[src/rtl/brick_arbiter_pkg.sv]
// Shared constants and FSM encoding for the brick-strength RAM arbiter.
// The game controller and brick renderer import the same constants.
package brick_arbiter_pkg;

    localparam int BALL_NUM  = 3;
    localparam int BRICK_NUM = 128;
    localparam int ADDR_W    = 7;
    localparam int STR_W     = 2;

    localparam logic [STR_W-1:0] STR_EMPTY = '0;

    typedef enum logic [1:0] {
        ST_IDLE  = 2'd0,
        ST_READ  = 2'd1,
        ST_CHECK = 2'd2,
        ST_ACK   = 2'd3
    } arb_state_t;

    // Index width for n requesters; a single requester still needs one bit.
    function automatic int idx_w(input int n);
        return (n > 1) ? $clog2(n) : 1;
    endfunction

endpackage

[src/rtl/brick_arbiter_if.sv]
// Ball-request and brick-RAM signal bundle; names are relative to the arbiter.
// slave is the arbiter side, master is the requester/RAM side.
interface brick_arbiter_if #(
    parameter int BALL_NUM = brick_arbiter_pkg::BALL_NUM,
    parameter int ADDR_W   = brick_arbiter_pkg::ADDR_W,
    parameter int STR_W    = brick_arbiter_pkg::STR_W
);
    import brick_arbiter_pkg::*;

    logic [BALL_NUM-1:0]        i_req;
    logic [BALL_NUM*ADDR_W-1:0] i_req_addr;
    logic [BALL_NUM-1:0]        o_ack;
    logic                       o_ack_hit;
    logic                       o_destroyed;
    logic                       o_busy;
    logic [ADDR_W-1:0]          o_mem_addr;
    logic                       o_mem_en;
    logic                       o_mem_we;
    logic [STR_W-1:0]           o_mem_wdata;
    logic [STR_W-1:0]           i_mem_rdata;

    modport slave (
        input  i_req,
        input  i_req_addr,
        input  i_mem_rdata,
        output o_ack,
        output o_ack_hit,
        output o_destroyed,
        output o_busy,
        output o_mem_addr,
        output o_mem_en,
        output o_mem_we,
        output o_mem_wdata
    );

    modport master (
        output i_req,
        output i_req_addr,
        output i_mem_rdata,
        input  o_ack,
        input  o_ack_hit,
        input  o_destroyed,
        input  o_busy,
        input  o_mem_addr,
        input  o_mem_en,
        input  o_mem_we,
        input  o_mem_wdata
    );

endinterface

[src/rtl/brick_arbiter_rr_arbiter.sv]
// Combinational round-robin picker: first requester at or after i_rr_ptr,
// scanning upward with wrap-around.
module rr_arbiter #(
    parameter  int BALL_NUM = brick_arbiter_pkg::BALL_NUM,
    localparam int IDX_W    = brick_arbiter_pkg::idx_w(BALL_NUM)
) (
    input  logic [BALL_NUM-1:0] i_req,
    input  logic [IDX_W-1:0]    i_rr_ptr,
    output logic                o_gnt_valid,
    output logic [IDX_W-1:0]    o_gnt_idx
);
    import brick_arbiter_pkg::*;

    localparam logic [IDX_W:0] NUM = (IDX_W+1)'(BALL_NUM);

    logic [IDX_W:0]      w_sum  [BALL_NUM];
    logic [IDX_W:0]      w_wrap [BALL_NUM];
    logic [IDX_W-1:0]    w_cand [BALL_NUM];
    logic [BALL_NUM-1:0] w_hit;

    // Candidate gi is the requester sitting gi places after the pointer.
    generate
        for (genvar gi = 0; gi < BALL_NUM; gi++) begin : g_cand
            assign w_sum[gi]  = {1'b0, i_rr_ptr} + (IDX_W+1)'(gi);
            assign w_wrap[gi] = (w_sum[gi] >= NUM) ? (w_sum[gi] - NUM) : w_sum[gi];
            assign w_cand[gi] = w_wrap[gi][IDX_W-1:0];
            assign w_hit[gi]  = i_req[w_cand[gi]];
        end
    endgenerate

    // Scanning downward lets the nearest candidate overwrite farther ones.
    always_comb begin
        o_gnt_valid = 1'b0;
        o_gnt_idx   = '0;
        for (int k = BALL_NUM - 1; k >= 0; k--) begin
            if (w_hit[k]) begin
                o_gnt_valid = 1'b1;
                o_gnt_idx   = w_cand[k];
            end
        end
    end

endmodule

[src/rtl/brick_arbiter.sv]
// Serialises ball collision requests into read-check-decrement transactions
// on the single-port brick-strength RAM, acking each ball with a hit flag.
module brick_arbiter #(
    parameter int BALL_NUM  = brick_arbiter_pkg::BALL_NUM,
    parameter int BRICK_NUM = brick_arbiter_pkg::BRICK_NUM,
    parameter int ADDR_W    = brick_arbiter_pkg::ADDR_W,
    parameter int STR_W     = brick_arbiter_pkg::STR_W
) (
    input  logic           clk,
    input  logic           rst,
    brick_arbiter_if.slave bus
);
    import brick_arbiter_pkg::*;

    localparam int               IDX_W    = idx_w(BALL_NUM);
    localparam logic [ADDR_W:0]  LIMIT    = (ADDR_W+1)'(BRICK_NUM);
    localparam logic [IDX_W-1:0] LAST_IDX = IDX_W'(BALL_NUM - 1);
    localparam logic [STR_W-1:0] STR_ONE  = STR_W'(1);

    arb_state_t          r_state;
    arb_state_t          w_state_next;
    logic [IDX_W-1:0]    r_rr_ptr;
    logic [IDX_W-1:0]    r_gnt_idx;
    logic [ADDR_W-1:0]   r_addr;
    logic                r_hit;
    logic                r_destroyed;

    logic                w_gnt_valid;
    logic [IDX_W-1:0]    w_gnt_idx;
    logic [ADDR_W-1:0]   w_addr_arr [BALL_NUM];
    logic [ADDR_W-1:0]   w_gnt_addr;
    logic                w_gnt_in_range;
    logic                w_rdata_nz;
    logic [BALL_NUM-1:0] w_ack_vec;

    rr_arbiter #(
        .BALL_NUM (BALL_NUM)
    ) u_rr_arbiter (
        .i_req       (bus.i_req),
        .i_rr_ptr    (r_rr_ptr),
        .o_gnt_valid (w_gnt_valid),
        .o_gnt_idx   (w_gnt_idx)
    );

    generate
        for (genvar gi = 0; gi < BALL_NUM; gi++) begin : g_ball
            assign w_addr_arr[gi] = bus.i_req_addr[gi*ADDR_W +: ADDR_W];
            assign w_ack_vec[gi]  = (r_gnt_idx == IDX_W'(gi));
        end
    endgenerate

    assign w_gnt_addr     = w_addr_arr[w_gnt_idx];
    assign w_gnt_in_range = ({1'b0, w_gnt_addr} < LIMIT);
    assign w_rdata_nz     = (bus.i_mem_rdata != STR_EMPTY);

    always_ff @(posedge clk or posedge rst) begin
        if (rst) begin
            r_state <= ST_IDLE;
        end else begin
            r_state <= w_state_next;
        end
    end

    // Out-of-range addresses skip the RAM entirely and ack as a miss.
    always_comb begin
        w_state_next = r_state;
        case (r_state)
            ST_IDLE: begin
                if (w_gnt_valid) begin
                    w_state_next = w_gnt_in_range ? ST_READ : ST_ACK;
                end
            end
            ST_READ:  w_state_next = ST_CHECK;
            ST_CHECK: w_state_next = ST_ACK;
            ST_ACK:   w_state_next = ST_IDLE;
            default:  w_state_next = ST_IDLE;
        endcase
    end

    always_comb begin
        bus.o_ack       = '0;
        bus.o_ack_hit   = 1'b0;
        bus.o_mem_addr  = '0;
        bus.o_mem_en    = 1'b0;
        bus.o_mem_we    = 1'b0;
        bus.o_mem_wdata = '0;
        case (r_state)
            ST_READ: begin
                bus.o_mem_en   = 1'b1;
                bus.o_mem_addr = r_addr;
            end
            ST_CHECK: begin
                bus.o_mem_addr = r_addr;
                if (w_rdata_nz) begin
                    bus.o_mem_we    = 1'b1;
                    bus.o_mem_wdata = bus.i_mem_rdata - STR_ONE;
                end
            end
            ST_ACK: begin
                bus.o_ack     = w_ack_vec;
                bus.o_ack_hit = r_hit;
            end
            default: begin
            end
        endcase
    end

    assign bus.o_busy      = (r_state != ST_IDLE);
    assign bus.o_destroyed = r_destroyed;

    always_ff @(posedge clk or posedge rst) begin
        if (rst) begin
            r_rr_ptr    <= '0;
            r_gnt_idx   <= '0;
            r_addr      <= '0;
            r_hit       <= 1'b0;
            r_destroyed <= 1'b0;
        end else begin
            // Only ever high for the single ACK cycle that follows CHECK.
            r_destroyed <= (r_state == ST_CHECK) && (bus.i_mem_rdata == STR_ONE);
            case (r_state)
                ST_IDLE: begin
                    if (w_gnt_valid) begin
                        r_gnt_idx <= w_gnt_idx;
                        r_addr    <= w_gnt_addr;
                        r_hit     <= 1'b0;
                    end
                end
                ST_CHECK: begin
                    r_hit <= w_rdata_nz;
                end
                ST_ACK: begin
                    r_rr_ptr <= (r_gnt_idx == LAST_IDX) ? '0 : (r_gnt_idx + IDX_W'(1));
                end
                default: begin
                end
            endcase
        end
    end

endmodule

[src/flat_wrapper.sv]
// flat-port wrapper written by rule: the top's interface ports become plain ports
module brick_arbiter_flat import brick_arbiter_pkg::*;
#(
    parameter int BALL_NUM  = brick_arbiter_pkg::BALL_NUM,
    parameter int BRICK_NUM = brick_arbiter_pkg::BRICK_NUM,
    parameter int ADDR_W    = brick_arbiter_pkg::ADDR_W,
    parameter int STR_W     = brick_arbiter_pkg::STR_W
)
  (clk, rst, bus_i_req, bus_i_req_addr, bus_i_mem_rdata, bus_o_ack, bus_o_ack_hit, bus_o_destroyed, bus_o_busy, bus_o_mem_addr, bus_o_mem_en, bus_o_mem_we, bus_o_mem_wdata);
  brick_arbiter_if #(.BALL_NUM(BALL_NUM), .ADDR_W(ADDR_W), .STR_W(STR_W)) bus_i ();
  input  logic clk;
  input  logic rst;
  input wire logic [$bits(bus_i.i_req)-1:0] bus_i_req;
  input wire logic [$bits(bus_i.i_req_addr)-1:0] bus_i_req_addr;
  input wire logic [$bits(bus_i.i_mem_rdata)-1:0] bus_i_mem_rdata;
  output wire logic [$bits(bus_i.o_ack)-1:0] bus_o_ack;
  output wire logic [$bits(bus_i.o_ack_hit)-1:0] bus_o_ack_hit;
  output wire logic [$bits(bus_i.o_destroyed)-1:0] bus_o_destroyed;
  output wire logic [$bits(bus_i.o_busy)-1:0] bus_o_busy;
  output wire logic [$bits(bus_i.o_mem_addr)-1:0] bus_o_mem_addr;
  output wire logic [$bits(bus_i.o_mem_en)-1:0] bus_o_mem_en;
  output wire logic [$bits(bus_i.o_mem_we)-1:0] bus_o_mem_we;
  output wire logic [$bits(bus_i.o_mem_wdata)-1:0] bus_o_mem_wdata;
  assign bus_i.i_req = bus_i_req;
  assign bus_i.i_req_addr = bus_i_req_addr;
  assign bus_i.i_mem_rdata = bus_i_mem_rdata;
  assign bus_o_ack = bus_i.o_ack;
  assign bus_o_ack_hit = bus_i.o_ack_hit;
  assign bus_o_destroyed = bus_i.o_destroyed;
  assign bus_o_busy = bus_i.o_busy;
  assign bus_o_mem_addr = bus_i.o_mem_addr;
  assign bus_o_mem_en = bus_i.o_mem_en;
  assign bus_o_mem_we = bus_i.o_mem_we;
  assign bus_o_mem_wdata = bus_i.o_mem_wdata;
  brick_arbiter #(.BALL_NUM(BALL_NUM), .BRICK_NUM(BRICK_NUM), .ADDR_W(ADDR_W), .STR_W(STR_W)) u_core (.clk(clk), .rst(rst), .bus(bus_i));
endmodule
[config.mk]
export PLATFORM = sky130hd
export DESIGN_NAME = brick_arbiter_flat
export DESIGN_NICKNAME = d
export VERILOG_FILES = /design/src/rtl/brick_arbiter_pkg.sv /design/src/rtl/brick_arbiter_if.sv /design/src/rtl/brick_arbiter_rr_arbiter.sv /design/src/rtl/brick_arbiter.sv /design/src/flat_wrapper.sv
export SDC_FILE = /design/constraint.sdc
export NUM_CORES = 1
export LEC_CHECK = 0
export CORE_UTILIZATION = 30
export DETAILED_ROUTE_END_ITERATION = 6
export PLACE_DENSITY = 0.7
export SETUP_SLACK_MARGIN = 0.5
export SKIP_CTS_REPAIR_TIMING = 1
export SYNTH_ARGS = -nofsm -noshare
export SYNTH_HDL_FRONTEND = slang
export SYNTH_SLANG_ARGS = --single-unit
[constraint.sdc]
create_clock -name clk -period 2.1 [get_ports clk]
set_clock_uncertainty 0.1 [all_clocks]
set_input_delay 0.42 -clock clk [delete_from_list [all_inputs] [get_ports clk]]
set_output_delay 0.42 -clock clk [all_outputs]
set_load 0.1 [all_outputs]
# After elaboration in Yosys (flattened, before gate mapping)

Cells that the tools add are included.

Add/subtract/negate cells: 7
Multiply operators: 0
Divide/modulo/power cells: 0
Order comparisons: 7
Equality and inequality tests: 7
Shifts and indexed selects: 0
Muxes and demuxes: 31
Bitwise operators: 1
Reduce and logical (&&, ||, !) cells: 9

Operators by type and width:

| operator                                                                     | number |
|---|---|
| 7-bit 2-to-1 mux                                                             | 3 |
| 2-bit 2-to-1 mux                                                             | 10 |
| 7-bit binary-select mux with 2-bit select                                    | 1 |
| 1-bit 2-to-1 mux                                                             | 11 |
| 2-bit by 3-bit less-than comparator with 1-bit output, second input constant | 3 |
| 2-bit case mux with 4 select lines                                           | 1 |
| 1-bit binary-select mux with 2-bit select                                    | 3 |
| 2-bit by 1-bit == test with 1-bit output, second input constant              | 3 |
| 2-bit == test, second input constant                                         | 3 |
| 3-bit by 2-bit >= comparator with 1-bit output, second input constant        | 2 |
| 2-bit nonzero test                                                           | 3 |
| 2-bit subtractor, second input constant                                      | 3 |
| 2-bit zero test                                                              | 2 |
| 2-bit AND reduction                                                          | 2 |
| 2-bit by 1-bit adder with 3-bit output, second input constant                | 1 |
| 2-bit by 2-bit adder with 3-bit output, second input constant                | 1 |
| 3-bit >= comparator, second input constant                                   | 1 |
| 3-bit 2-to-1 mux                                                             | 1 |
| 2-bit NOT with 3-bit output                                                  | 1 |
| 2-bit by 1-bit adder with 2-bit output, second input constant                | 1 |
| 2-bit >= comparator, second input constant                                   | 1 |
| 2-bit != test, second input constant                                         | 1 |
| 1-bit case mux with 2 select lines                                           | 1 |
| 2-bit OR reduction                                                           | 1 |
| other kinds (2)                                                              | 2 |

Register bits after elaboration: 15
Latch bits: 0
Memory bits (writable): 0
Bits in read-only memories: 0
Input port bits: 28
Output and inout bits: 17
Logic and storage cells: 68
Memories kept: 0

# Longest topological paths before layout

Word-level depth: 12
Depth in mapped cells: 10
Depth with buffers taken out: 8

# Hierarchy

A second synthesis with hierarchy kept.

Cells, all modules: 124
Area, all modules: 1,126.1 sq um

Modules (own cells, without submodules):

| module        | instances | cells each | area an instance (sq um) | seq. area each (sq um) |
|---|---|---|---|---|
| brick_arbiter | 1         | 97         | 934.6                    | 375.4 |
| rr_arbiter    | 1         | 27         | 191.4                    | 0.0 |

# Worst setup path after synthesis

OpenSTA, ideal clock, no wires.

Path type: reg2out
From: register u_core.r_state[1]
To: output port bus_o_ack[0]
Data arrival time: 2,842 ps
Data required time: 1,580 ps
Slack: -1,262 ps
Cell stages (with the launch flop): 3
Buffers on the path: 0
Path through: dfrtp_1 > ha_1 > nor3b_1

Word-level cells in the longest chain between the ends: 2

RTL lines:

| item                     | RTL line            | RTL |
|---|---|---|
| start: declaration       | brick_arbiter.sv:20 | `arb_state_t r_state;` |
| start signal: assignment | brick_arbiter.sv:60 | `r_state <= w_state_next;` |
| 2-bit == test            | brick_arbiter.sv:87 | `case (r_state)` |
| 3-bit 2-to-1 mux         | brick_arbiter.sv:87 |  |
| end: declaration         | flat_wrapper.sv:16  | `output wire logic [$bits(bus_i.o_ack)-1:0] bus_o_ack;` |

Every way passes these cells.

# Worst setup path in the final report

From: register u_core.r_rr_ptr[1]
To: register u_core.r_addr[3]

Word-level cells in the longest chain between the ends: 12
Elaborated cells on any way between the ends: 28
Those cells by class: add/sub: 5; order compare: 3; mux: 18; bitwise: 1; reduce/logical: 1

RTL lines:

| item                                                                                      | RTL line                       | RTL |
|---|---|---|
| start: declaration                                                                        | brick_arbiter.sv:22            | `logic [IDX_W-1:0] r_rr_ptr;` |
| start signal: assignment                                                                  | brick_arbiter.sv:133           | `r_rr_ptr <= (r_gnt_idx == LAST_IDX) ? '0 : (r_gnt_idx + IDX_W'(1));` |
| 2-bit by 2-bit adder with 3-bit output                                                    | brick_arbiter_rr_arbiter.sv:24 | `assign w_sum[gi] = {1'b0, i_rr_ptr} + (IDX_W+1)'(gi);` |
| 3-bit by 2-bit >= comparator with 1-bit output / 2-bit subtractor (equally long branches) | brick_arbiter_rr_arbiter.sv:25 | `assign w_wrap[gi] = (w_sum[gi] >= NUM) ? (w_sum[gi] - NUM) : w_sum[gi];` |
| 2-bit 2-to-1 mux                                                                          | brick_arbiter_rr_arbiter.sv:25 |  |
| 1-bit binary-select mux with 2-bit select                                                 | brick_arbiter_rr_arbiter.sv:27 | `assign w_hit[gi] = i_req[w_cand[gi]];` |
| 1-bit 2-to-1 mux (implied by the code)                                                    | brick_arbiter_rr_arbiter.sv:27 |  |
| 2-bit 2-to-1 mux (3 in a row)                                                             | brick_arbiter_rr_arbiter.sv:36 | `if (w_hit[k]) begin` |
| 2-bit NOT with 3-bit output (implied by the code)                                         | brick_arbiter.sv:52            | `assign w_gnt_addr = w_addr_arr[w_gnt_idx];` |
| 7-bit binary-select mux with 2-bit select                                                 | brick_arbiter.sv:52            |  |
| 7-bit 2-to-1 mux (implied by the code) (2 in a row)                                       | brick_arbiter.sv:52            |  |
| end signal: assignment                                                                    | brick_arbiter.sv:125           | `r_addr <= w_gnt_addr;` |
| end: declaration                                                                          | brick_arbiter.sv:24            | `logic [ADDR_W-1:0] r_addr;` |

Several ways; a longest one is shown, not always the timed one. The select of a mux whose other input is x is not followed.
A chain may end at the register's enable or synchronous reset.

==> qor.csv <==
metric,value,unit
die_area,3943,sq um
slowest_stage,dfrtp_1,
rows,21,
slowest_delay,430,ps
path_class,reg2reg,
fin_ws,-170.7,ps
clk_pin_slew,70,ps
relSlewSlack,59.45,%
grt_use_total,15.91,%
cp.depth,9,
cts_buffers,3,
drt_wl_total,3494,um
whs,407.0,ps
placed_cell_area,1973,sq um
clock-sinks,15,
ioPinCount,45,
post-route-period-util,108.1,%
layout-drive-gt1-share,47.94,%
io_buffers,44,
crit_chain,ha_4 > nand2_2 > a221o_1 > a221oi_4 > buf_6 > nor2_4 > buf_6 > nand3_1 > o211ai_1,
syn_area_per_cell,8.940,sq um
grt-ovfl-total,0,
timing.fmax,440.4,MHz
grt_pass1_vias,1165,
fill_cells,268,
area.sequential,377.9,sq um
root_buffer,clkbuf_8,
dp_hpwl,2573,um
synth_edf_count,0,
cap_viol_max_count,0,
core,3442,sq um
yosysSeqAreaShare,33.86,%
ys.flop_type,dfrtp_1,
area_growth,103.2,%
slew_viol_final,0,
multi_input_comb_area,893.4,sq um
netlist_area,1109,sq um
clkLatencyLatePin,250,ps
syn-instance-count,124,
routed_via_density,4.975,
finalSetupViolations,12,
ys_async_sr_fraction,100.0,%
gp_congestion,0.8064,
drt-initial-drc-count,85,
critical_path.n_buffers_inverters,2,
fin_crit,2271,ps
die_x,62.79,um
initial_core_util,32.21,%
nNetsFinal,231,
stdcell_area,2252,sq um
worstRegToRegCells,9,
ys_warn_count,0,
vias,1194,
rsz0062_at_grt,yes,
worst_setup_path_end_kind,register,
crit_top_cell,buf_6,
htreeDepth,1,
pre_cts_slack,-359.3,ps
start_kind,register,
ys_types,35,
grt_max_degree,16,
final_common_cell,clkdlybuf4s50_1,
drtPass1Iterations,4,
die_h,62.79,um
status,finished with violations,
clockBufferDepth,2,
hold_depth,2,
failed_checks,setup timing,
antenna_left,0,
required,2120,ps
stdcell_count,240,
critPathMaxFanout,6,
dp_cells,226,
ys_ff_latch,15,
synth_nets,160,
hold_violations,0,
arrival,2290,ps
cts_tree,built,
drc,0,
hp-class,reg2reg,
mostFrequentLayoutCells,"25 x clkdlybuf4s50_1, 20 x buf_4, 16 x buf_12, 13 x dfrtp_1, 9 x and2_4",
worstMarginPinSlew,607.6,ps
path_delay_family,compound AO/OA/AOI/OAI gates,
wire_per_inst,14.56,um
n_antenna_cell,0,
grt_pass1_wl,5085,um
antenna_found_initial,0,
[cells in the mapped netlist (2+ instances only)]
cell	number	share of area [%]
nor2_2	2	1.1
o21bai_1	2	1.4
dfrtp_1	15	34
and3b_1	3	2.4
and3_1	2	1.1
o22ai_1	2	1.1
o221ai_1	3	2.4
o211ai_1	7	4.7
o21ai_0	5	2.3
mux2i_1	7	6.3
and2_1	8	4.5
buf_2	2	0.90
nand2b_1	2	1.1
inv_1	11	3.7
a21oi_1	3	1.4
ha_1	8	9.0
nand2_1	13	4.4
nand3_1	8	3.6
nor2_1	5	1.7
[tightest hold or removal path, cell delays in order (launching register included)]
cell      delay, ps
dfrtp_1         340
nand2_1          50
o211ai_1         70
[registers in the layout, indices dropped and copies added (netlist names)]
register,cells
u_core.r_hit,1
u_core.bus.o_destroyed,1
u_core.r_rr_ptr,2
u_core.r_addr,7
u_core.r_gnt_idx,2
u_core.r_state,2
[cell type report]
type                            count  area share [%]
Timing Repair Buffer               70           36.61
Multi-Input combinational cell     94           39.67
Clock buffer                        3           1.833
Tap cell                           46           2.556
Clock inverter                      1          0.2222
Inverter                           11           2.333
Sequential cell                    15           16.78
[per-layer routing]
layer	wire, um	global-route usage, %	vias to the layer above
met4	58	3.488	0
met3	188	3.102	6
met2	1823	28.67	44
met5	0	0	-
met1	1423	19.37	558
li1	-	-	586
[kinds of logic after synthesis]
logic type	after synthesis	synth area share, %
AO/OA/AOI/OAI	30	20.20
adder cells (fa/ha/maj)	9	9.933
buffers and inverters	15	6.321
flip-flops	15	33.86
multiplexers	8	7.337
AND/OR/NAND/NOR	47	22.35
[stage by stage]
| stage | TNS (ps) | utilization (%) |
|---|---|---|
| floorplan | -20.03 | - |
| global placement | -2225 | 57.32 |
| detailed placement | -3347 | 57.32 |
| CTS | -1852 | 58.67 |
| global route | -2460 | 65.43 |
| finish | -1548 | 65.43 |
[final timing paths]
| kind | startpoint | to | slack (ps) |
|---|---|---|---|
| max in group asynchronous | rst | u_core.r_state[1] | 1030 |
| worst min-delay path | u_core.r_addr[5] | u_core.r_addr[5] | 410 |
| worst max register to register | u_core.r_rr_ptr[1] | u_core.r_addr[3] | -170 |
| worst min register to register | u_core.r_addr[5] | u_core.r_addr[5] | 410 |
| worst max-delay path | u_core.r_rr_ptr[1] | u_core.r_addr[3] | -170 |
| min in group asynchronous | rst | u_core.r_addr[0] | 440 |
Power is not shown: default switching activity piles up to over one toggle a cycle in this logic, so the estimate is an artifact.
